## src/rtl/pc_fetch_unit_pkg.sv

```systemverilog
// Shared definitions for the fetch front end: FSM encodings, reset PC
// default and the instruction codes the front end cares about.
package pc_fetch_unit_pkg;

  typedef enum logic [1:0] {
    ST_IDLE = 2'b00,  // nothing outstanding
    ST_WAIT = 2'b01,  // one request outstanding, response is on-path
    ST_DROP = 2'b10,  // one request outstanding, response is wrong-path
    ST_HALT = 2'b11   // fetch stopped until reset
  } fetch_state_e;

  localparam logic [31:0] RESET_PC_DEFAULT = 32'h0000_0000;

  localparam logic [31:0] INST_NOP    = 32'h0000_0013;
  localparam logic [31:0] INST_ECALL  = 32'h0000_0073;
  localparam logic [31:0] INST_EBREAK = 32'h0010_0073;

endpackage

```

## src/rtl/pc_fetch_unit_fetch_buffer.sv

```systemverilog
// Two-entry FIFO of {pc, inst} pairs that absorbs imem responses while
// IF/ID is stalled. Push and pop may happen in the same cycle; clear wins.
module pc_fetch_unit_fetch_buffer #(
  parameter int XLEN = 32
) (
  input  logic            clk,
  input  logic            rst,
  input  logic            clear,
  input  logic            push,
  input  logic [XLEN-1:0] push_pc,
  input  logic [XLEN-1:0] push_inst,
  input  logic            pop,
  output logic [1:0]      count,
  output logic [XLEN-1:0] head_pc,
  output logic [XLEN-1:0] head_inst
);

  logic [XLEN-1:0] pc_mem   [2];
  logic [XLEN-1:0] inst_mem [2];
  logic            rd_ptr;
  logic            wr_ptr;

  // Pointers and occupancy; clear empties the buffer in one edge.
  always_ff @(posedge clk) begin
    if (rst || clear) begin
      rd_ptr <= 1'b0;
      wr_ptr <= 1'b0;
      count  <= 2'd0;
    end else begin
      if (push) wr_ptr <= ~wr_ptr;
      if (pop)  rd_ptr <= ~rd_ptr;
      count <= count + {1'b0, push} - {1'b0, pop};
    end
  end

  // Entry storage; contents are only meaningful while counted.
  always_ff @(posedge clk) begin
    if (push && !clear) begin
      pc_mem[wr_ptr]   <= push_pc;
      inst_mem[wr_ptr] <= push_inst;
    end
  end

  assign head_pc   = pc_mem[rd_ptr];
  assign head_inst = inst_mem[rd_ptr];

endmodule

```

## src/rtl/pc_fetch_unit.sv

```systemverilog
// Fetch front end: owns the fetch PC, issues one imem read at a time,
// buffers responses during stalls and fills the IF/ID register. Redirects
// from EX squash wrong-path work; EBREAK halts fetch until reset.
module pc_fetch_unit
  import pc_fetch_unit_pkg::*;
#(
  parameter int              XLEN     = 32,
  parameter logic [XLEN-1:0] RESET_PC = XLEN'(RESET_PC_DEFAULT)
) (
  input  logic            clk,
  input  logic            rst,
  input  logic            redirect_i,
  input  logic [XLEN-1:0] redirect_pc_i,
  input  logic            halt_i,
  input  logic            stall_i,
  output logic            imem_req_o,
  output logic [XLEN-1:0] imem_addr_o,
  input  logic            imem_rvalid_i,
  input  logic [XLEN-1:0] imem_rdata_i,
  output logic            ifid_valid_o,
  output logic [XLEN-1:0] ifid_pc_o,
  output logic [XLEN-1:0] ifid_pc4_o,
  output logic [XLEN-1:0] ifid_inst_o,
  output logic            flush_o,
  output logic            halted_o
);

  function automatic logic [XLEN-1:0] word_align(input logic [XLEN-1:0] a);
    return a & ~(XLEN'(3));
  endfunction

  fetch_state_e    state_q, state_d;
  logic [XLEN-1:0] fetch_pc_q;
  logic [XLEN-1:0] req_pc_q;

  logic            rsp;
  logic            kill;
  logic            load;
  logic            bypass;
  logic            fifo_push;
  logic            fifo_pop;
  logic            fifo_empty;
  logic [1:0]      fifo_count;
  logic [1:0]      count_after;
  logic            space;
  logic [XLEN-1:0] head_pc;
  logic [XLEN-1:0] head_inst;

  // An accepted response only exists while an on-path request is outstanding.
  assign rsp         = (state_q == ST_WAIT) && imem_rvalid_i;
  assign kill        = halt_i || redirect_i;
  assign load        = !stall_i;
  assign fifo_empty  = (fifo_count == 2'd0);
  assign bypass      = load && rsp && fifo_empty;
  assign fifo_push   = rsp && !bypass && !kill;
  assign fifo_pop    = load && !fifo_empty && !kill;
  assign count_after = fifo_count + {1'b0, fifo_push} - {1'b0, fifo_pop};
  assign space       = (count_after < 2'd2);

  assign imem_addr_o = fetch_pc_q;
  assign halted_o    = (state_q == ST_HALT);
  assign flush_o     = redirect_i && !halted_o;

  pc_fetch_unit_fetch_buffer #(
    .XLEN (XLEN)
  ) u_fetch_buffer (
    .clk       (clk),
    .rst       (rst),
    .clear     (kill),
    .push      (fifo_push),
    .push_pc   (req_pc_q),
    .push_inst (imem_rdata_i),
    .pop       (fifo_pop),
    .count     (fifo_count),
    .head_pc   (head_pc),
    .head_inst (head_inst)
  );

  // Next-state and request logic; a new request may overlap the response
  // of the previous one, so WAIT can stay in WAIT.
  always_comb begin
    state_d    = state_q;
    imem_req_o = 1'b0;
    if (!rst && (state_q == ST_IDLE || rsp) && space && !redirect_i && !halt_i)
      imem_req_o = 1'b1;
    if (state_q != ST_HALT) begin
      if (halt_i) begin
        state_d = ST_HALT;
      end else if (redirect_i) begin
        if (state_q == ST_WAIT || state_q == ST_DROP)
          state_d = imem_rvalid_i ? ST_IDLE : ST_DROP;
      end else if (imem_req_o) begin
        state_d = ST_WAIT;
      end else if (imem_rvalid_i && (state_q == ST_WAIT || state_q == ST_DROP)) begin
        state_d = ST_IDLE;
      end
    end
  end

  // FSM state register.
  always_ff @(posedge clk) begin
    if (rst) state_q <= ST_IDLE;
    else     state_q <= state_d;
  end

  // Fetch PC and IF/ID register; HALT freezes both with IF/ID empty.
  always_ff @(posedge clk) begin
    if (rst) begin
      fetch_pc_q   <= RESET_PC;
      ifid_valid_o <= 1'b0;
      ifid_pc_o    <= '0;
      ifid_pc4_o   <= '0;
      ifid_inst_o  <= '0;
    end else if (state_q != ST_HALT) begin
      if (kill) begin
        ifid_valid_o <= 1'b0;
        if (!halt_i) fetch_pc_q <= word_align(redirect_pc_i);
      end else begin
        if (imem_req_o) fetch_pc_q <= fetch_pc_q + XLEN'(4);
        if (load) begin
          if (!fifo_empty) begin
            ifid_valid_o <= 1'b1;
            ifid_pc_o    <= head_pc;
            ifid_pc4_o   <= head_pc + XLEN'(4);
            ifid_inst_o  <= head_inst;
          end else if (rsp) begin
            ifid_valid_o <= 1'b1;
            ifid_pc_o    <= req_pc_q;
            ifid_pc4_o   <= req_pc_q + XLEN'(4);
            ifid_inst_o  <= imem_rdata_i;
          end else begin
            ifid_valid_o <= 1'b0;
          end
        end
      end
    end
  end

  // Remember the address of the outstanding request to tag its response.
  always_ff @(posedge clk) begin
    if (imem_req_o) req_pc_q <= fetch_pc_q;
  end

  // imem must never answer when nothing is outstanding.
  a_no_stray_rvalid: assert property (@(posedge clk) disable iff (rst)
    !(imem_rvalid_i && (state_q == ST_IDLE || state_q == ST_HALT)));

endmodule

```

## config.mk

```make
export PLATFORM = sky130hd
export DESIGN_NAME = pc_fetch_unit
export DESIGN_NICKNAME = d
export VERILOG_FILES = /design/src/rtl/pc_fetch_unit_pkg.sv /design/src/rtl/pc_fetch_unit_fetch_buffer.sv /design/src/rtl/pc_fetch_unit.sv
export SDC_FILE = /design/constraint.sdc
export NUM_CORES = 1
export LEC_CHECK = 0
export BUFFER_PORTS_ARGS = -buffer_cell sky130_fd_sc_hd__buf_2
export CAP_MARGIN = 20
export CELL_PAD_IN_SITES_DETAIL_PLACEMENT = 0
export CELL_PAD_IN_SITES_GLOBAL_PLACEMENT = 1
export CORE_MARGIN = 2
export CORE_UTILIZATION = 48
export DETAILED_ROUTE_END_ITERATION = 6
export GPL_TIMING_DRIVEN = 0
export HOLD_SLACK_MARGIN = 0.08
export PLACE_DENSITY_LB_ADDON = 0.1
export SLEW_MARGIN = 20
export SYNTH_ARGS = -nofsm -noshare
export SYNTH_HDL_FRONTEND = slang
export SYNTH_SLANG_ARGS = --single-unit
```

## constraint.sdc

```tcl
create_clock -name clk -period 11 [get_ports clk]
set_clock_uncertainty 0.05 [all_clocks]
set_input_delay 0.55 -clock clk [delete_from_list [all_inputs] [get_ports clk]]
set_output_delay 0.55 -clock clk [all_outputs]
set_load 0.005 [all_outputs]
```

# Yosys cells after proc, flatten, opt, wreduce, memory -nomap -nowiden
# Memory sizes are Yosys's and may differ from the RTL's. A register that Yosys moved wholly into a read port is not among the register bits.
# Index checks and enable logic that the tools add are counted.
[op_classes]
mux = 26
bitwise_logic = 4
reduce_logical = 34
n_lt_le_gt_ge = 1
n_addsub = 5
n_eq_ne = 8
[ops]
columns = ["op", "count"]
rows = [
  ["$mux W32", 9],
  ["$add A32 B3 Y32 const B", 3],
  ["$logic_and A1 B1 Y1", 14],
  ["$mux W2", 6],
  ["$mux W1", 11],
  ["$logic_not A1 Y1", 8],
  ["$ne A2 B2 Y1 const B", 3],
  ["$reduce_and A3 Y1", 2],
  ["$eq A2 B2 Y1 const B", 2],
  ["$logic_not A2 Y1", 2],
  ["$logic_or A1 B1 Y1", 4],
  ["$not A1 Y1", 4],
  ["$reduce_and A4 Y1", 1],
  ["$reduce_bool A4 Y1", 1],
  ["$ne A3 B1 Y1 const B", 1],
  ["$add A2 B1 Y2", 1],
  ["$eq A2 B1 Y1 const B", 1],
  ["$lt A2 B2 Y1 const B", 1],
  ["$ne A2 B1 Y1 const B", 1],
  ["$reduce_and A2 Y1", 1],
  ["$reduce_bool A2 Y1", 1],
  ["$sub A2 B1 Y2", 1],
]
[word_totals]
ff_bits = 167
ram_bits = 128
out_inout_bits = 132
n_memories = 2
inputBits = 70
[memory_table]
columns = ["memory", "depth", "width", "read_ports", "rd_clocked_by_memory_dff", "write_ports", "line_no", "rtl"]
rows = [
  ["u_fetch_buffer.inst_mem", 2, 32, 1, 1, 1, "pc_fetch_unit_fetch_buffer.sv:19", "logic [XLEN-1:0] inst_mem [2];"],
  ["u_fetch_buffer.pc_mem", 2, 32, 1, 1, 1, "pc_fetch_unit_fetch_buffer.sv:18", "logic [XLEN-1:0] pc_mem [2];"],
]

# Longest topological paths before layout
[logic_depth]
depth_word = 17
ltp_mapped = 16

# Modules after synthesis
# Synthesis repeated with hierarchy kept, for this count alone.
[unflattened]
hier_cells = 1150
hier_area_um2 = 13098.8
[by_module_without_submodules]
columns = ["module", "instances", "area_each_um2", "cells_each"]
rows = [
  ["pc_fetch_unit", 1, 7961.4, 932],
  ["pc_fetch_unit_fetch_buffer", 1, 5137.4, 218],
]

# Worst setup path before layout
# No wires, ideal clock.
[synth_timing]
kind = "input port to output port"
start = "in redirect_i"
end = "out imem_req_o"
arrival_ps = 5176
stages = 9
required_ps = 10400
setup_slack_ps = 5224
cell_sequence = "or2_2 clkbuf_1 clkbuf_1 nor3_1 ha_1 inv_1 ha_1 xor3_1 nor4_1"
[synth_between]
word_cells_on_any_way = 12
cone_classes = "add/sub (2); order compare (1); mux (1); reduce/logical (8)"
[synth_rtl]
columns = ["element", "line_no", "rtl"]
rows = [
  ["start, declared", "pc_fetch_unit.sv:12", "input logic redirect_i,"],
  ["$logic_or A1 B1 Y1", "pc_fetch_unit.sv:51", "assign kill = halt_i || redirect_i;"],
  ["$logic_not A1 Y1", "pc_fetch_unit.sv:56", "assign fifo_pop = load && !fifo_empty && !kill;"],
  ["$logic_and A1 B1 Y1", "pc_fetch_unit.sv:56", ""],
  ["net fifo_pop", "pc_fetch_unit.sv:41", "logic fifo_pop;"],
  ["$sub A2 B1 Y2", "pc_fetch_unit.sv:57", "assign count_after = fifo_count + {1'b0, fifo_push} - {1'b0, fifo_pop};"],
  ["$lt A2 B2 Y1", "pc_fetch_unit.sv:58", "assign space = (count_after < 2'd2);"],
  ["$logic_and A1 B1 Y1 (3 in series)", "pc_fetch_unit.sv:84", "if (!rst && (state_q == ST_IDLE || rsp) && space && !redirect_i && !halt_i)"],
  ["$mux W1", "pc_fetch_unit.sv:84", ""],
  ["end, declared", "pc_fetch_unit.sv:16", "output logic imem_req_o,"],
]
# The timed path passes the listed nets, and every way through them passes these cells.

# Worst setup path after layout
[layout_timing]
start = "reg u_fetch_buffer.count[1]"
end = "out imem_req_o"
[layout_between]
elab_chain_cells = 12
word_cells_on_any_way = 15
cone_classes = "add/sub (2); order compare (1); mux (1); reduce/logical (11)"
[layout_lines]
columns = ["element", "line_no", "rtl"]
rows = [
  ["start, declared", "pc_fetch_unit_fetch_buffer.sv:13", "output logic [1:0] count,"],
  ["start signal, assigned", "pc_fetch_unit_fetch_buffer.sv:32", "count <= count + {1'b0, push} - {1'b0, pop};"],
  ["$logic_not A2 Y1", "pc_fetch_unit.sv:53", "assign fifo_empty = (fifo_count == 2'd0);"],
  ["$logic_and A1 B1 Y1", "pc_fetch_unit.sv:54", "assign bypass = load && rsp && fifo_empty;"],
  ["$logic_not A1 Y1", "pc_fetch_unit.sv:55", "assign fifo_push = rsp && !bypass && !kill;"],
  ["$logic_and A1 B1 Y1 (2 in series)", "pc_fetch_unit.sv:55", ""],
  ["net fifo_push", "pc_fetch_unit.sv:40", "logic fifo_push;"],
  ["$add A2 B1 Y2", "pc_fetch_unit.sv:57", ""],
  ["$sub A2 B1 Y2", "pc_fetch_unit.sv:57", ""],
  ["$lt A2 B2 Y1", "pc_fetch_unit.sv:58", ""],
  ["$logic_and A1 B1 Y1 (3 in series)", "pc_fetch_unit.sv:84", ""],
  ["$mux W1", "pc_fetch_unit.sv:84", ""],
]
# The timed path passes the listed nets, and every way through them passes these cells.

==> summary.md <==
| Metric | Value |
|---|---|
| Peak Freq | 224 MHz |
| Synth warn | 0 |
| Layout net count | 1,406 |
| Clk sinks | 284 |
| Number of library cell types mapped by synthesis | just under 60 |
| Root Buffer | clkbuf_16 |
| Slew @ Worst Pin | 0.805 ns |
| Die ar. | between 20,000 and 30,000 µm² |
| Diode count | 0 |
| Placement Setup Slack | roughly 6.5 ns |
| Largest family of logic cells by synthesized area | simple AND/OR/NAND/NOR gates |
| Worst Setup EP | imem_req_o |
| Largest net degree at the start of global routing | 45 |
| Pwr dens | 158 nW/µm² |
| Synth Instances | 1,092 |
| Crit-path max cell delay | 0.35 ns |
| Syn_area_per_cell | roughly 11 µm² |
| Area share of fa/ha/maj cells after synthesis | 0.00726 |
| CP startpoint | u_fetch_buffer.count[1]$_SDFF_PP0_ |
| CTS tree | yes |
| Inserted Clock Buffers | 30 |
| RSZ-0062 raised after global routing | false |
| Clk_lat worst skew | 0.55 ns |
| Initial antenna violation count | 0 |
| Worst EP arrival | 3.87 ns |
| Sequential Power Share | 0.503 |
| Vias in the first global route | 9,038 |
| Critical Path RT | 10.40 ns |
| Startpoint Class | flop |
| CP Max Fanout | 10 |
| Hold Buf Count CTS | 0 |
| Die width | 163 µm |
| Status | complete, no violations |
| Gate power share | 0.059 |
| Max cap viols | 0 |
| Net Sw Frac | 0.222 |
| Critical path endpoint category | output pin |
| Clk buf depth | 3 |
| Share of the clock period used by the worst path | 0.407 |
| Flops & latches, synth | ~280 |
| Headroom to the max-slew limit | 0.459 |
| Syn-to-layout area delta | 20.8% |
| Hold Path Class | primary input to flop |
| Post-Synth Simple-Gate Area | 0.136 |
| Cell Chain, Critical Path | buf_6 -> or2_1 -> buf_6 -> buf_12 -> buf_6 -> buf_6 -> o2111a_1 -> ha_1 -> xor3_1 -> nor4_2 -> buf_2 -> buf_2 -> buf_2 -> buf_2 |
| Die Y | 163 µm |
| Synth Area in Compound Gates | 0.132 |
| Post-route setup TNS | 0 ns |
| Remaining global-route overflow | 0 |
| DRT Pass-1 Iters | 5 |
| Worst Setup Slack, final | roughly 6.5 ns |
| RR Startpoint | u_fetch_buffer.count[1]$_SDFF_PP0_ |
| Initial DRC Count | 704 |
| WL final | 33,100 µm |
| Total number of vias | between 9,000 and 10,000 |
| Max-slew violations | 0 |
| H-tree lvl count | 1 |
| # placed instances | 1,627 |
| Maximum vdd drop | about 0.094 mV |
| Worst path slowest cell | nor4_2 |
| Fraction of layout cells with a size suffix above 1 | 0.231 |
| Finished Layout Cells | 1,682 |
| I/O pin count | 202 |
| Setup repair bufs after CTS | 0 |
| Post-synth EDFFs | 154 |
| Final hold viol count | 0 |
| Mux share of post-synthesis cell area | 0.0758 |
| Post-route DRC | 0 |
| Core Region | 25,000 µm² |
| Clock slew at reported path FFs | 0.06 ns |
| DRT antenna net count | 0 |
| Xor/xnor cell area share of the yosys netlist | 0.0129 |
| Async set or reset register ratio after synthesis | 0 |
| WL per Instance | approximately 20 µm |
| R2R depth | 16 |
| Reg2reg end | imem_addr_o[13]$_SDFFE_PP0P_ |
| Sw Pwr | 513 µW |
| Cell row count | between 50 and 60 |
| Pleak | about 5.2 nW |
| Clock share of power | 0.438 |
| Worst reg2reg setup slack | 7.06 ns |
| Seq/Total Area, Yosys | 0.599 |
| Setup CP Type | flop to output pin |
| Gr usage total | 0.246 |
| IO Port Bufs | 193 |
| Placer Congestion | 0.898 |
| Fin crit period | between 4 and 5 ns |
| Dpl hpwl | 24,000 µm |
| Drt via density | between 5 and 6 |
| Internal | roughly 1.8 mW |
| Mapped Area | 12,100 µm² |
| Starting density of the core | 0.484 |
| # resized after CTS | 0 |
| Synth Flop Type | edfxtp_1 |
| Setup-failing EPs final | 0 |
| Global-route wire length before repair | between 50,000 and 60,000 µm |
-- logic make-up after synthesis --
| group | after synthesis |
|---|---|
| xor+xnor | 16 |
| other cells | 1 |
| compound gates | 251 |
| mux | 87 |
| simple gates | 351 |
| flops | 284 |
| fa+ha+maj | 7 |
| buf+inv | 95 |
-- area by class of cell --
type	instances	area, µm²
fillers	2214	10400
flip-flops and latches	284	7230
multi-input cells	718	4440
repair buffers	200	1060
clock buffers	40	810
well taps	330	413
plain buffers	84	410
clock inverters	15	173
inverters	11	41.3
-- worst max-delay path, delay by kind of cell (launching register included) --
kind / cells / cell delay, ns
flops: 1 / 0.31
xor+xnor: 1 / 0.23
simple gates: 2 / 0.58
compound gates: 1 / 0.31
buf+inv: 9 / 1.66
fa+ha+maj: 1 / 0.23
-- sequential cells by signal, indices dropped and copies added (netlist names), named ones only --
name / cells
ifid_inst_o: 32
ifid_pc4_o: 30
ifid_pc_o: 30
ifid_valid_o: 1
imem_addr_o: 30
req_pc_q: 30
state_q: 2
u_fetch_buffer.count: 2
u_fetch_buffer.inst_mem: 64
u_fetch_buffer.pc_mem: 60
u_fetch_buffer.rd_ptr: 1
u_fetch_buffer.wr_ptr: 1
-- synth_stat cells, types with 8 or more instances --
master,number,area share
edfxtp_1,154,0.38
o31ai_1,8,0.0050
nand3_1,25,0.010
nor3_1,23,0.0095
nor2_1,108,0.034
a21o_1,12,0.0075
nor4_1,20,0.010
dfxtp_1,130,0.22
inv_1,11,0.0034
a211oi_1,28,0.017
buf_2,12,0.0050
clkbuf_1,49,0.015
nand4_1,13,0.0067
o211ai_1,32,0.020
xnor2_1,12,0.0087
nand2_1,113,0.035
a21oi_1,95,0.039
mux2i_1,61,0.051
buf_1,9,0.0028
mux2_2,25,0.023
a311oi_1,10,0.0073
buf_4,9,0.0056
o21ai_0,31,0.013
-- power by group through the flow --
stage / Sequential [mW] / Combinational, mW / Clock [mW]
after floorplan: 1.18 / 0.0725 / 0
after detailed placement: 1.18 / 0.135 / 0
after CTS: 1.16 / 0.136 / 1.02
final: 1.16 / 0.136 / 1.01
after global placement: 1.18 / 0.132 / 0
after global routing: 1.16 / 0.151 / 1.07
-- worst min-delay path by stage --
stage	from	endpoint	cells past startpoint
floorplan	req_pc_q[10]$_DFFE_PP_	u_fetch_buffer.pc_mem[0][10]$_DFFE_PP_	0
global route	imem_rdata_i[5]	u_fetch_buffer.inst_mem[1][5]$_DFFE_PP_	1
detailed placement	ifid_inst_o[22]$_SDFFE_PP0P_	ifid_inst_o[22]$_SDFFE_PP0P_	2
CTS	imem_rdata_i[5]	u_fetch_buffer.inst_mem[1][5]$_DFFE_PP_	1
global placement	ifid_pc4_o[13]$_SDFFE_PP0P_	ifid_pc4_o[13]$_SDFFE_PP0P_	2
finish	imem_rdata_i[5]	u_fetch_buffer.inst_mem[1][5]$_DFFE_PP_	1
-- through the flow --
step           utilization  cell area [µm²]  total power [mW]  hold WS (ns)
3_3_place_gp         0.540            13500              1.32         0.387
3_5_place_dp         0.545            13600              1.32         0.393
5_1_grt              0.584            14600              2.38         0.140
2_1_floorplan            -            12100              1.25         0.394
6_report             0.584            14600              2.31         0.159
4_1_cts              0.584            14600              2.32         0.143
-- placed cells by master (no fill, tap or decap), types with 7 or more instances in the layout --
cell / netlist / routed
a311oi_1: 10 / 10
o211ai_1: 32 / 32
nor4_1: 20 / 18
buf_4: 9 / 9
mux2i_1: 61 / 61
o21ai_0: 31 / 31
clkbuf_16: 0 / 31
nor2_1: 108 / 108
xnor2_1: 12 / 12
a31o_2: 7 / 7
nand2_1: 113 / 113
inv_1: 11 / 11
clkbuf_1: 49 / 58
a21oi_1: 95 / 95
a211oi_1: 28 / 28
nand4_1: 13 / 13
nor3_1: 23 / 23
mux2_2: 25 / 25
dfxtp_1: 130 / 130
edfxtp_1: 154 / 154
ha_1: 7 / 7
o31ai_1: 8 / 8
buf_1: 9 / 9
buf_2: 12 / 209
o22ai_1: 7 / 7
nand3_1: 25 / 25
a21o_1: 12 / 12
-- per-layer routing --
layer	global-route usage	wire, µm	vias up
met1	0.333	14600	4506
met5	0	0	-
li1	-	-	4498
met3	0.0392	2320	55
met2	0.412	15400	350
met4	0.0696	776	0
Note: power is estimated with default switching activity, not from simulation.
